**config.mk**
```make
export PLATFORM = sky130hd
export DESIGN_NAME = comparator_flat
export DESIGN_NICKNAME = d
export VERILOG_FILES = /design/src/rtl/comparator_if.sv /design/src/rtl/comparator.sv /design/src/flat_wrapper.sv
export SDC_FILE = /design/constraint.sdc
export NUM_CORES = 1
export LEC_CHECK = 0
export CAP_MARGIN = 20
export CORE_AREA = 3 3 40 42
export DETAILED_ROUTE_END_ITERATION = 16
export DIE_AREA = 0 0 43 45
export PLACE_DENSITY_LB_ADDON = 0.2
export REMOVE_ABC_BUFFERS = 1
export SYNTH_ARGS = -nofsm -noshare
export SYNTH_HDL_FRONTEND = slang
export SYNTH_SLANG_ARGS = --single-unit
```
**constraint.sdc**
```tcl
create_clock -name clk -period 1.6 [get_ports clk]
set_input_delay 0.32 -clock clk [delete_from_list [all_inputs] [get_ports clk]]
set_output_delay 0.32 -clock clk [all_outputs]
set_load 0.01 [all_outputs]
```
**src/rtl/comparator_if.sv**
```systemverilog
// Operand/result bundle for the registered comparator.
// abs_diff exists only when COMPARATOR_DIFF_EN is defined.
interface comparator_if #(
  parameter int WIDTH = 4
);
  logic [WIDTH-1:0] A;
  logic [WIDTH-1:0] B;
  logic             signed_mode;
  logic             in_valid;
  logic             A_is_greater;
  logic             B_is_greater;
  logic             are_equal;
  logic             out_valid;
`ifdef COMPARATOR_DIFF_EN
  logic [WIDTH-1:0] abs_diff;
`endif

  modport master (
    output A, B, signed_mode, in_valid,
`ifdef COMPARATOR_DIFF_EN
    input  abs_diff,
`endif
    input  A_is_greater, B_is_greater, are_equal, out_valid
  );

  modport slave (
    input  A, B, signed_mode, in_valid,
`ifdef COMPARATOR_DIFF_EN
    output abs_diff,
`endif
    output A_is_greater, B_is_greater, are_equal, out_valid
  );
endinterface

```
**src/rtl/comparator.sv**
```systemverilog
// Registered magnitude comparator, unsigned or two's complement per sample.
// Optional registered |A-B| output when COMPARATOR_DIFF_EN is defined.
module comparator #(
  parameter int WIDTH = 4
) (
  input  logic         clk,
  input  logic         rst_n,
  comparator_if.slave  bus
);

  logic [WIDTH:0] a_ext, b_ext;
  logic           gt, lt, eq;

  logic gt_q, gt_d;
  logic lt_q, lt_d;
  logic eq_q, eq_d;
  logic valid_q, valid_d;

  // One extra bit lets a single signed compare cover both modes:
  // sign-extend in signed mode, zero-extend otherwise.
  always_comb begin
    a_ext = {bus.signed_mode & bus.A[WIDTH-1], bus.A};
    b_ext = {bus.signed_mode & bus.B[WIDTH-1], bus.B};
    gt    = $signed(a_ext) > $signed(b_ext);
    lt    = $signed(a_ext) < $signed(b_ext);
    eq    = (bus.A == bus.B);
  end

  always_comb begin
    gt_d    = gt_q;
    lt_d    = lt_q;
    eq_d    = eq_q;
    valid_d = bus.in_valid;
    if (bus.in_valid) begin
      gt_d = gt;
      lt_d = lt;
      eq_d = eq;
    end
  end

  always_ff @(posedge clk or negedge rst_n) begin
    if (!rst_n) begin
      gt_q    <= 1'b0;
      lt_q    <= 1'b0;
      eq_q    <= 1'b0;
      valid_q <= 1'b0;
    end else begin
      gt_q    <= gt_d;
      lt_q    <= lt_d;
      eq_q    <= eq_d;
      valid_q <= valid_d;
    end
  end

  assign bus.A_is_greater = gt_q;
  assign bus.B_is_greater = lt_q;
  assign bus.are_equal    = eq_q;
  assign bus.out_valid    = valid_q;

`ifdef COMPARATOR_DIFF_EN
  logic [WIDTH-1:0] diff_q, diff_d;

  // Truncated WIDTH-bit subtraction equals the low bits of the WIDTH+1 result.
  always_comb begin
    diff_d = diff_q;
    if (bus.in_valid) begin
      diff_d = lt ? (bus.B - bus.A) : (bus.A - bus.B);
    end
  end

  always_ff @(posedge clk or negedge rst_n) begin
    if (!rst_n) begin
      diff_q <= '0;
    end else begin
      diff_q <= diff_d;
    end
  end

  assign bus.abs_diff = diff_q;
`endif

endmodule

```
**src/flat_wrapper.sv**
```systemverilog
// flat-port wrapper written by rule: the top's interface ports become plain ports
module comparator_flat 
#(
  parameter int WIDTH = 4
)
  (clk, rst_n, bus_A, bus_B, bus_signed_mode, bus_in_valid, bus_A_is_greater, bus_B_is_greater, bus_are_equal, bus_out_valid);
  comparator_if #(.WIDTH(WIDTH)) bus_i ();
  input  logic clk;
  input  logic rst_n;
  input wire logic [$bits(bus_i.A)-1:0] bus_A;
  input wire logic [$bits(bus_i.B)-1:0] bus_B;
  input wire logic [$bits(bus_i.signed_mode)-1:0] bus_signed_mode;
  input wire logic [$bits(bus_i.in_valid)-1:0] bus_in_valid;
  output wire logic [$bits(bus_i.A_is_greater)-1:0] bus_A_is_greater;
  output wire logic [$bits(bus_i.B_is_greater)-1:0] bus_B_is_greater;
  output wire logic [$bits(bus_i.are_equal)-1:0] bus_are_equal;
  output wire logic [$bits(bus_i.out_valid)-1:0] bus_out_valid;
  assign bus_i.A = bus_A;
  assign bus_i.B = bus_B;
  assign bus_i.signed_mode = bus_signed_mode;
  assign bus_i.in_valid = bus_in_valid;
  assign bus_A_is_greater = bus_i.A_is_greater;
  assign bus_B_is_greater = bus_i.B_is_greater;
  assign bus_are_equal = bus_i.are_equal;
  assign bus_out_valid = bus_i.out_valid;
  comparator #(.WIDTH(WIDTH)) u_core (.clk(clk), .rst_n(rst_n), .bus(bus_i));
endmodule
```
# ---- Word level (Yosys, flattened, before mapping)
# Cells that the tools add are included.
dict set report op_classes {
  bitwise 2
  order_cmp 2
  n_eq_ne 1
}
# operator n
set ops {}
lappend ops {{$gt 5x5->1} 1}
lappend ops {{$lt 5x5->1} 1}
lappend ops {{$eq 4x4->1} 1}
lappend ops {{$and 1x1->1} 2}
dict set report totals {
  out_inout_bits 4
  word_cells 9
  regBits 4
  input_bits 12
}

# ---- Logic depth before layout (Yosys ltp)
dict set report depth {
  word_depth 2
  depth_mapped 6
  depth_no_buf 6
}

# ---- Least setup slack after synthesis
# OpenSTA, ideal clock, no wires.
dict set report synth_timing {
  kind {input -> register}
  start {input bus_B[3]}
  end {register u_core.gt_q, in the netlist u_core.bus.A_is_greater}
  setup_slack_ns 0.285
  n_path_buf 0
  t_arrival_ns 1.194
  t_required_ns 1.479
  cell_stages 5
  setup_ns 0.121
  path_cell_list {inv_1 -> ha_1 -> and4_1 -> and3b_1 -> a22o_1}
}
dict set report synth_via {
  elab_chain_len 2
}
# element line
set synth_rtl {}
lappend synth_rtl {{from (decl)} flat_wrapper.sv:11} ;# input wire logic [$bits(bus_i.B)-1:0] bus_B;
lappend synth_rtl {{$and 1x1->1} comparator.sv:23} ;# b_ext = {bus.signed_mode & bus.B[WIDTH-1], bus.B};
lappend synth_rtl {{$gt 5x5->1 *} comparator.sv:24} ;# gt = $signed(a_ext) > $signed(b_ext);
lappend synth_rtl {{to (signal assigned)} comparator.sv:48} ;# gt_q <= gt_d;
lappend synth_rtl {{to (decl)} comparator.sv:14} ;# logic gt_q, gt_d;
# Mark *: on every way between the ends. The rest lies on a longest branch, timed or not.
# A chain may end at the register's enable or synchronous reset.

# ---- Worst setup path after layout
dict set report layout_timing {
  start {input bus_B[2]}
  end {register u_core.gt_q, in the netlist u_core.bus.A_is_greater}
}
dict set report layout_via {
  elab_chain_len 1
}
# element line
set layout_rtl {}
lappend layout_rtl {{$gt 5x5->1} comparator.sv:24}
# No other way between the ends.

==> flow_summary.yaml <==
worst_setup_path:
  cp_max_fo: 2
  rrSetupSlack_ns: 0.68
  worst_ep_required_time_ns: 1.72
  endpoint_kind: "register"
  crit_path_start_kind: "input pin"
  crit_arrival_ns: 1.67
  reg2reg_to: "u_core.bus.A_is_greater$_DFFE_PN0P_"
  r2r_cells: 2
  startpoint: "bus_B[2]"
  critical_path.reg2reg.startpoint: "u_core.bus.A_is_greater$_DFFE_PN0P_"
  crit_type: "input pin to register"
  critPathCapture: "u_core.bus.A_is_greater$_DFFE_PN0P_"
pwr:
  p_int_mw: 0.269
  power_switching_mw: 0.0864
  power_frac_comb_pct: 32.5
  p_per_area_mw_per_mm2: 671
  p_clk_share_pct: 34.8
  swShare_pct: 24.3
  vdd.ir_drop.worst_v: 0.000231
  fin_total_pwr_mw: 0.355
  power_frac_seq_pct: 32.7
  total_leakage_power_nw: 0.270
clock_network:
  clock-sinks: 4
  worstSkewPairLatency_ns: 0.23
  htree_levels: 1
  tritoncts: "built"
  cts_root_buf: "clkbuf_4"
  clk_pin_slew_ns: 0.04
  cts_made_buffers: 3
  cts_max_path_buffers: 2
detailed_routing:
  vias: 283
  ant_nets: 0
  totalWireLength_microns: 631
  drtIter0Drc: 2
  dr.pass1.iters: 3
  drt-vias-per-instance: 4.29
  drt-wirelength-per-cell_microns: 9.56
  remaining_drc_errors: 0
global_route:
  overflow: 0
  grt_pass1_wl_microns: 993
  grt_pass1_vias: 278
  grt_max_degree: 8
  grt_usage_pct: 7.35
  antenna_found_initial: 0
floorplanning:
  start_util_pct: 20.9
  die_x_microns: 43
  die-area_sq_mm: 0.00194
  core-area_sq_mm: 0.00128
  die_y_microns: 45
  rows: 13
  io_pins: 16
logic_synthesis:
  yosys-top-cells-area: "dfrtp_1 37%, ha_1 19%, inv_1 5.6%, mux2_2 4.2%, nand3_1 3.7%"
  synth_top_area_share_pct: 37.2
  ys.warnings.count: 0
  netlist.top_cell.by_area: "dfrtp_1"
  synth_seq_area_share_pct: 37.2
  syn_area_sq_um: 269
  ys_ff_latch: 4
  avgSynthCellArea_sq_um: 9.61
  synth_cell_types: 17
  synthCells: 28
place:
  dp.cells: 62
  place_area_sq_um: 468
  gp_congestion: 0.659
  pre_cts_slack_ns: -0.291
  io_buffers: 15
timing:
  period_share_pct: 96.9
  fin_setup_tns_ns: 0
  setup_viol: 0
  finalClockSkew_ns: 0
  rsz0062_at_grt: "false"
  worst_slack_ns: 0.0503
  max_slew_margin_pct: 86.0
  max_freq_mhz: 645
  drv_slew: 0
  tightest_slew_ns: 0.209
  period_needed_ns: 1.55
  finalHoldViolCount: 0
layout:
  regArea_sq_um: 100
  area_growth_pct: 96.7
  finalNonFillerCells: 66
  n_fill_cell: 137
  final_nets: 69
  n_antenna_cell: 0
  fin_area_sq_um: 529
  multi_input_area_sq_um: 179
  layout-drive-gt1-share_pct: 25.5
worst_hold_path:
  hold_class: "input pin to asynchronous set/reset pin"
outcome:
  status: "finished, final reports clean"
flow_run:
  drv_cap: 0
-- cell usage after synthesis --
cell type,count
nand2_1,2
a22o_1,1
nand3_1,2
and3b_1,1
or2_2,1
ha_1,4
mux2_2,1
dfrtp_1,4
nor2_1,1
xor2_1,1
o211ai_1,1
o21ai_0,1
and4_1,1
nor2b_1,1
a21oi_1,1
a31oi_1,1
inv_1,4
-- cells in the final DEF, fill, tap and decap left out, types with 2 or more instances in the layout --
master / count
dlymetal6s2s_1: 3
inv_1: 3
ha_4: 2
clkbuf_4: 3
buf_4: 5
clkdlybuf4s50_1: 11
nand3_1: 2
dfrtp_1: 4
nand2_1: 2
ha_1: 2
-- registers in the layout (all words and copies together), names as in the netlist --
name                     flops
u_core.bus.A_is_greater      1
u_core.bus.B_is_greater      1
u_core.bus.are_equal         1
u_core.bus.out_valid         1
-- worst min-delay path by stage --
stage,slack [ns],cells past startpoint,to,start
2_1_floorplan,0.02,0,u_core.bus.A_is_greater$_DFFE_PN0P_,rst_n
3_3_place_gp,0.50,1,u_core.bus.are_equal$_DFFE_PN0P_,u_core.bus.are_equal$_DFFE_PN0P_
3_5_place_dp,0.50,1,u_core.bus.are_equal$_DFFE_PN0P_,u_core.bus.are_equal$_DFFE_PN0P_
4_1_cts,0.29,1,u_core.bus.A_is_greater$_DFFE_PN0P_,rst_n
5_1_grt,0.30,1,u_core.bus.A_is_greater$_DFFE_PN0P_,rst_n
6_report,0.29,1,u_core.bus.A_is_greater$_DFFE_PN0P_,rst_n
-- power groups by stage --
stage	combinational, mW	clock [mW]	sequential, mW
after global routing	0.127	0.136	0.117
final	0.115	0.124	0.116
after floorplan	0.0358	0	0.123
after detailed placement	0.109	0	0.117
after CTS	0.114	0.130	0.116
after global placement	0.107	0	0.118
-- worst max-delay path: stages --
cell and delay [ns]:
clkdlybuf4s50_1 0.45, inv_1 0.06, ha_4 0.26, and4_1 0.18, and3b_1 0.18, a22o_1 0.22
-- cells by family (layout without fill, tap and decap cells) --
family | after synthesis | after routing | synth area share, %
xor+xnor | 1 | 1 | 3.26
simple gates | 9 | 9 | 19.1
mux | 1 | 1 | 4.19
fa+ha+maj | 4 | 4 | 18.6
flops | 4 | 4 | 37.2
buf+inv | 4 | 27 | 5.58
compound gates | 5 | 5 | 12.1
-- metal layers --
layer | routed length, microns | global-route usage, %
met4 | 0 | 10.8
met1 | 229 | 6.80
met5 | 0 | 0
met3 | 59 | 0.797
met2 | 342 | 12.0
-- per-stage QoR --
step | hold slack, ns | utilization, %
after floorplan | 0.0244 | -
after global placement | 0.505 | 36.4
after detailed placement | 0.501 | 36.4
after CTS | 0.288 | 39.6
after global routing | 0.297 | 41.2
final | 0.286 | 41.2
-- final cells by class --
cell class	count	share of cell area, %
timing repair buffer	20	36.6
sequential	4	18.9
tap	15	3.55
inverter	4	2.84
clock buffer	3	4.26
multi-input combinational	20	33.8
-- what timing repair did --
action                                  4_1_cts  5_1_grt
pin swaps                                     5        6
resized for setup                             2        5
hold buffers                                  0        0
endpoints found under the setup margin        1        2
setup buffers                                 1        0
Power figures use the tool's default switching activity.
==> edit (config.mk and constraints unchanged) <==
`WIDTH` is set to 4 in 3 places; all go to 6.
--- a/src/rtl/comparator_if.sv
+++ b/src/rtl/comparator_if.sv
@@ -1,7 +1,7 @@
 // Operand/result bundle for the registered comparator.
 // abs_diff exists only when COMPARATOR_DIFF_EN is defined.
 interface comparator_if #(
-  parameter int WIDTH = 4
+  parameter int WIDTH = 6
 );
   logic [WIDTH-1:0] A;
   logic [WIDTH-1:0] B;
--- a/src/rtl/comparator.sv
+++ b/src/rtl/comparator.sv
@@ -1,7 +1,7 @@
 // Registered magnitude comparator, unsigned or two's complement per sample.
 // Optional registered |A-B| output when COMPARATOR_DIFF_EN is defined.
 module comparator #(
-  parameter int WIDTH = 4
+  parameter int WIDTH = 6
 ) (
   input  logic         clk,
   input  logic         rst_n,
--- a/src/flat_wrapper.sv
+++ b/src/flat_wrapper.sv
@@ -1,7 +1,7 @@
 // flat-port wrapper written by rule: the top's interface ports become plain ports
 module comparator_flat 
 #(
-  parameter int WIDTH = 4
+  parameter int WIDTH = 6
 )
   (clk, rst_n, bus_A, bus_B, bus_signed_mode, bus_in_valid, bus_A_is_greater, bus_B_is_greater, bus_are_equal, bus_out_valid);
   comparator_if #(.WIDTH(WIDTH)) bus_i ();
Ports: changed (resized bus_A and bus_B); port bits go from 16 to 20. No check against the original RTL was run, so the function may have changed too.
==> edit against the unedited design <==
  * Worst setup slack worse by 0.017 ns
  * Wire length is 58% higher
  * Die area stayed put
  * Design area is 33% higher
  * Power is 15% higher
  * Synthesized area is 19% higher
  * Register-to-register slack better by 0.22 ns
  * Sequential cell count stayed put
  * Synthesized cell count is 29% higher
  * Highest routed layer unchanged
  * Sequential share of layout area is 4.7 points lower
  * Count of clock-buffer cells in the layout stayed put
  * Largest cell class is now multi-input combinational cells
  * Via count is 35% higher
==> edit: results (changes against the unedited design) <==
Relative slew margins: 0.840 (-0.0203)
Placer Congestion: 0.676 (+2.5%)
DP Cell Count: 75 (+21%)
top post-synthesis cells by area: dfrtp_1 31%, ha_1 24%, inv_1 8.2%, a21oi_1 4.7%, and2_4 2.7%
most frequent cells after synthesis: 7 x inv_1, 6 x ha_1, 4 x dfrtp_1
CP startpoint: bus_B[5]
critical path's slowest cell: or4_4
met2 GRT Util: 0.195 (+0.0749)
met3 GRT Util: 0.0159 (+0.00797)
input/output buffers: 19 (+4)
M1 GR Usage: 0.107 (+0.0386)
TritonRoute pass-1 iters: 4 (+1)
final cell count without fillers: 82 (+24%)
outcome: completed
CP delay by family, top: simple AND/OR/NAND/NOR gates
worst hold slack: 0.295 ns (+0.00909 ns)
reg-to-reg slack, setup: 0.90 ns (+0.22 ns)
register area share after synthesis: 0.314 (-0.0584)
number of global-route vias before repair: 396 (+42%)
Max IR drop VDD: 0.000193 V (-16%)
worst stage delay on the critical path: 0.52 ns (+0.07 ns)
1st-iter DRT viols: 3 (+1)
postcts setup bufs: 2 (+1)
Mapped Avg Cell Area: 8.86 µm² (-7.8%)
fin nets: 91 (+32%)
met3 routed WL: 81 µm (+37%)
cts repair resizes: 21 (+19)
worst path arrival time: 1.71 ns (+0.04 ns)
routed length on met2: 572 µm (+67%)
-- edit: cell families (layout without fill, tap and decap cells) --
| family | count (synthesis) | in the layout | share of synthesized area |
|---|---|---|---|
| AND/OR/NAND/NOR | 11 | 11 | 0.216 |
| AO/OA/AOI/OAI | 7 | 7 | 0.125 |
| flip-flops | 4 | 4 | 0.314 |
| XOR/XNOR | 1 | 1 | 0.0275 |
| buffers and inverters | 7 | 38 | 0.0824 |
| adder cells (fa/ha/maj) | 6 | 6 | 0.235 |
-- edit: per-stage QoR --
stage / setup slack [ns] / util
floorplan: 0.0327 / -
global route: -0.0130 / 0.548
detailed placement: -0.546 / 0.440
global placement: -0.484 / 0.440
CTS: 0.0149 / 0.514
finish: 0.0337 / 0.548
-- edit: layout make-up --
class | count | area [µm²]
Tap cell | 15 | 18.8
Clock buffer | 3 | 22.5
Inverter | 7 | 26.3
Timing Repair Buffer | 28 | 256
Multi-Input combinational cell | 25 | 280
Fill cell | 122 | 581
Sequential cell | 4 | 100
-- edit: how the worst min path moves through the flow --
stage	from	endpoint	slack (ns)	depth (start not counted)
2_1_floorplan	rst_n	u_core.bus.A_is_greater	0.02	0
3_3_place_gp	u_core.bus.are_equal	u_core.bus.are_equal	0.52	2
3_5_place_dp	rst_n	u_core.bus.A_is_greater	0.55	1
4_1_cts	rst_n	u_core.bus.A_is_greater	0.30	1
5_1_grt	rst_n	u_core.bus.are_equal	0.32	1
6_report	rst_n	u_core.bus.A_is_greater	0.29	1
-- edit: power breakdown --
group,total [mW],switching (mW),internal (mW)
combinational,0.166,0.0642,0.102
sequential,0.118,0.00628,0.112
clock,0.125,0.0410,0.0839
